## config.mk

```make
export PLATFORM = sky130hd
export DESIGN_NAME = dm_access_ctrl
export DESIGN_NICKNAME = d
export VERILOG_FILES = /design/src/rtl/dm_access_ctrl.sv
export SDC_FILE = /design/constraint.sdc
export NUM_CORES = 1
export LEC_CHECK = 0
export ABC_CLOCK_PERIOD_IN_PS = 3200
export CAP_MARGIN = 15
export CORE_UTILIZATION = 50
export DETAILED_ROUTE_END_ITERATION = 16
export PLACE_DENSITY = 0.91
export SLEW_MARGIN = 20
export SYNTH_ARGS = -nofsm -noshare
export SYNTH_HDL_FRONTEND = slang
export SYNTH_SLANG_ARGS = --single-unit
```

## constraint.sdc

```tcl
create_clock -name clk -period 3.2 [get_ports clk]
set_input_delay 0.48 -clock clk [delete_from_list [all_inputs] [get_ports clk]]
set_output_delay 0.48 -clock clk [all_outputs]
set_load 0.05 [all_outputs]
```

## src/rtl/dm_access_ctrl.sv

```systemverilog
// dm_access_ctrl: sequences M-stage loads/stores onto a req/gnt + rvalid data-memory bus
module dm_access_ctrl #(
  parameter int TIMEOUT = 16,
  parameter int CNT_W   = 5
) (
  input  logic        clk,
  input  logic        reset,
  input  logic        m_valid,
  input  logic [3:0]  m_op,
  input  logic [31:0] m_addr,
  input  logic [31:0] m_wdata,
  input  logic        flush,
  output logic        stall,
  output logic [31:0] rdata,
  output logic        rdata_valid,
  output logic        exc_adel,
  output logic        exc_ades,
  output logic        bus_err,
  output logic        bus_req,
  output logic        bus_we,
  output logic [31:0] bus_addr,
  output logic [3:0]  bus_be,
  output logic [31:0] bus_wdata,
  input  logic        bus_gnt,
  input  logic        bus_rvalid,
  input  logic [31:0] bus_rdata
);
  typedef enum logic [1:0] {IDLE, REQ, WAIT, DONE} state_t;
  state_t state;
  logic [CNT_W-1:0] cnt;
  logic [3:0] op_q;
  logic [1:0] off_q;
  logic flushed;
  logic ld, st, wd, hw, bt, aligned, req_ok, accept, tmo;
  logic [3:0] be;
  logic [31:0] wrep, sh, ext;
  assign ld = ~m_op[3] & (m_op <= 4'd4);
  assign st = m_op[3] & (m_op[2:0] <= 3'd2);
  assign wd = m_op[2:0] == 3'd0;
  assign hw = (m_op == 4'd3) | (m_op == 4'd4) | (m_op == 4'd10);
  assign bt = (m_op == 4'd1) | (m_op == 4'd2) | (m_op == 4'd9);
  assign aligned = wd ? (m_addr[1:0] == 2'b00) : hw ? ~m_addr[0] : 1'b1;
  assign req_ok = (state == IDLE) & m_valid & ~flush;
  assign accept = req_ok & (ld | st) & aligned;
  assign exc_adel = req_ok & ld & ~aligned;
  assign exc_ades = req_ok & st & ~aligned;
  assign stall = accept | (state == REQ) | (state == WAIT);
  assign bus_req = state == REQ;
  assign tmo = cnt == CNT_W'(TIMEOUT - 1);
  assign be = wd ? 4'hF : hw ? (m_addr[1] ? 4'hC : 4'h3) : 4'b0001 << m_addr[1:0];
  assign wrep = bt ? {4{m_wdata[7:0]}} : hw ? {2{m_wdata[15:0]}} : m_wdata;
  // aligned accesses make a plain right-shift by the byte offset select the right lane
  assign sh = bus_rdata >> {off_q, 3'b000};
  assign ext = op_q == 4'd1 ? {{24{sh[7]}}, sh[7:0]} :
               op_q == 4'd2 ? {24'b0, sh[7:0]} :
               op_q == 4'd3 ? {{16{sh[15]}}, sh[15:0]} :
               op_q == 4'd4 ? {16'b0, sh[15:0]} : bus_rdata;
  always_ff @(posedge clk or negedge reset) begin
    if (!reset) begin
      state <= IDLE;
      cnt <= '0;
      op_q <= '0;
      off_q <= '0;
      flushed <= 1'b0;
      rdata <= '0;
      rdata_valid <= 1'b0;
      bus_err <= 1'b0;
      bus_we <= 1'b0;
      bus_addr <= '0;
      bus_be <= '0;
      bus_wdata <= '0;
    end else begin
      rdata_valid <= 1'b0;
      bus_err <= 1'b0;
      case (state)
        IDLE: if (accept) begin
          state <= REQ;
          cnt <= '0;
          op_q <= m_op;
          off_q <= m_addr[1:0];
          flushed <= 1'b0;
          bus_we <= st;
          bus_addr <= {m_addr[31:2], 2'b00};
          bus_be <= be;
          bus_wdata <= wrep;
        end
        REQ: begin
          cnt <= cnt + 1'b1;
          flushed <= flushed | flush;
          if (bus_gnt) state <= op_q[3] ? DONE : WAIT;
          else if (tmo) begin
            state <= DONE;
            bus_err <= 1'b1;
            rdata <= '0;
          end
        end
        WAIT: begin
          cnt <= cnt + 1'b1;
          flushed <= flushed | flush;
          if (bus_rvalid) begin
            state <= DONE;
            rdata <= ext;
            rdata_valid <= ~(flushed | flush);
          end else if (tmo) begin
            state <= DONE;
            bus_err <= 1'b1;
            rdata <= '0;
          end
        end
        DONE: state <= IDLE;
      endcase
    end
  end
endmodule

```

==> results.txt <==
Final Max Tran Viols - 0
Most common flop cell mapped by yosys - dfrtp_1
Commonest non-fill, non-tap cell in the layout - clkdlybuf4s50_1
Global-route wire length before repair - 29110 µm
DP HPWL - 12850 µm
Startpoint Class - input pin
Layout Nets - 844
CP max-delay cell - clkdlybuf4s50_1
Psw - 4.892 mW
Number of synthesized flops with an enable pin - 0
Vias per cell - 5.904
Min Tclk post-route - 2.957 ns
GR Util met3 - 0.1023
CTS Buf Count - 17
Max cap viols - 0
Post-synth ARST share - 1.000
Reg-to-reg startpoint - state[0]$_DFFE_PN0P_
Worst-path clk slew - 0.05 ns
Core ar. - 12010 µm²
Synth warnings - 0
Met2 usage - 0.5321
Seq pwr share - 0.261
Switch share - 0.4685
Final core utilization - 0.7393
Starting DRT DRC Count - 471
GR peak layer - met2
Non-filler cells, final - 889
Routability-driven placement congestion ratio - 0.9505
Die Area - 12740 µm²
Clk pwr share - 0.173
Comb power frac - 0.566
Fmax - 338.2 MHz
Total gr overflow - 0
Number of instances in the placed design - 860
Routed wire length - 18520 µm
CP Cell Sequence - clkdlybuf4s50_1 > nor4bb_4 > nand2_2 > and2_1 > nor4b_2 > buf_12
Latest clock arrival within the worst-skew pair - 0.41 ns
Hold Crit Class - in2async
Share of the synthesized area in the top cell type - 0.4683
Largest cells by area after synthesis - dfrtp_1 (47%), mux2_2 (13%), mux2_4 (5.9%)
Vias in the first global route - 5557
Post-synth cell types - 69
GR Util met1 - 0.3291
Worst Path Buf+Inv - 2
Worst Skew - 0.01071 ns
Pin count of the biggest net entering global routing - 61
Max incr delay on CP - 0.62 ns
Share of cells above drive strength 1 - 0.2102
Post-synthesis sequential area ratio - 0.4683
CP Max Fanout - 11
Worst vdd ir - 0.7461 mV
Port Buf Inserts - 210
CP Capture Type - output port
Pre-Repair DR Iteration Count - 7
Clk buf depth - 2
Pwr Density - 1176 nW/µm²
Mean Syn Cell Area - 11.57 µm²
Cell Int Power - 5.549 mW
Die Width - 112.9 µm
Arrival time at the worst endpoint - 2.48 ns
Unrepaired setup endpoints after global routing - false
P_leak - 3.828 nW
Starting Density - 0.5116
FF+latch count, synth - 115
Wire per inst - 20.83 µm
Synthesized cell area - 6145 µm²
Root Buffer - clkbuf_16
Status - finished, final reports clean
Top delay family on crit path - simple AND/OR/NAND/NOR gates
Row cnt - 40
Final ANT Viol Nets - 0
Fin crit share - 0.9240
Slew @ Worst Pin - 0.8613 ns
CTS tree - done
Overall routing resource usage - 0.2994
P&R area growth vs syn - 44.51%
Final Hold Viols - 0
Fin Setup TNS - 0 ns
Final setup fails - 0
Drc violations - 0
Antenna cell count - 0
Via count - 5249
Most frequent cells in the layout - clkdlybuf4s50_1 (206), dfrtp_1 (115), mux2_2 (71)
WHS - 0.1220 ns
Initial antenna violation count - 0
Sink Count - 115
Setup CP Type - in2out
PostCTS Resize Cnt - 0
Die height - 112.9 µm
I/O Pins - 213
Critical Path Source - m_op[2]
Syn Inst Count - 531
Total setup buffers inserted after CTS - 0
Leading area contributor after synthesis - dfrtp_1
Worst endpoint required time - 2.72 ns
Hold buffers post-CTS - 0
H-tree levels - 4
Max-slew headroom - 0.4214
[worst register-to-register path: stages (launching register included)]
cell and delay [ns]:
dfrtp_1 0.43, inv_1 0.13, ha_1 0.21, nand3b_1 0.18, nor2_2 0.27, nand3_4 0.28
buf_12 0.30, mux2_1 0.36
[cell usage after synthesis (10+ instances only)]
cell type and instances:
o22ai_1 10, mux2i_1 10, inv_1 20, o21ai_0 20, a221o_1 10, nand2_1 29, nor2_1 33, mux2_2 71
mux2_4 24, dfrtp_1 115, nand2b_1 11, clkbuf_1 12, a21oi_1 40, buf_6 11
[flip-flops by register name, summed over array words and instances, names as in the netlist, 2 cells and up]
register and flops:
off_q 2, state 2, bus_addr 30, rdata 32
op_q 4, cnt 5, bus_wdata 32, bus_be 4
[worst paths after layout]
path	endpoint	slack [ns]	depth (start not counted)
max in group asynchronous	bus_wdata[2]$_DFFE_PN0P_	2.28	2
worst min register to register	rdata[7]$_DFFE_PN0P_	0.48	2
min in group clk	rdata[7]$_DFFE_PN0P_	0.48	2
worst max register to register	bus_be[1]$_DFFE_PN0P_	0.94	7
worst min-delay path	rdata[9]$_DFFE_PN0P_	0.12	1
worst max-delay path	exc_adel	0.24	6
[through the flow]
stage                     worst slack [ns]  instance area [µm²]  power, mW
after CTS                           0.2450                 8880      10.45
after global placement              0.3505                 8322      8.350
after global routing               0.07340                 8880      10.86
after floorplan                     0.3554                 6155      6.608
after detailed placement            0.2536                 8322      8.546
final                               0.2433                 8880      10.44
[metal layers]
metal | wire [µm] | part of all wire
met5 | 0 | 0
met4 | 450 | 0.024
met3 | 1663 | 0.090
met2 | 9519 | 0.51
met1 | 6887 | 0.37
[cell type report]
class | instances | area [µm²]
tap | 147 | 183.9
inverter | 20 | 75.07
clock buffer | 23 | 478.0
fill | 785 | 3132
sequential | 115 | 2878
multi-input combinational | 359 | 2950
timing repair buffer | 219 | 2235
clock inverter | 6 | 80.08
[cell families after synthesis]
family,Yosys count,synth area share
buffers and inverters,58,0.05437
AOI/OAI and AO/OA,127,0.1484
adders and majority gates,6,0.01222
muxes,108,0.2105
xor gates and xnor gates,1,0.001426
and+or+nand+nor,115,0.1041
other,1,0.0006103
DFF,115,0.4683
[power by group through the flow]
stage | clock [mW] | combinational [mW] | sequential, mW
6_report | 1.81 | 5.91 | 2.72
5_1_grt | 1.89 | 6.16 | 2.81
4_1_cts | 1.84 | 5.91 | 2.71
3_5_place_dp | 0 | 5.85 | 2.70
3_3_place_gp | 0 | 5.71 | 2.64
2_1_floorplan | 0 | 1.91 | 4.70
No activity file was read; power rests on OpenSTA's default activity.
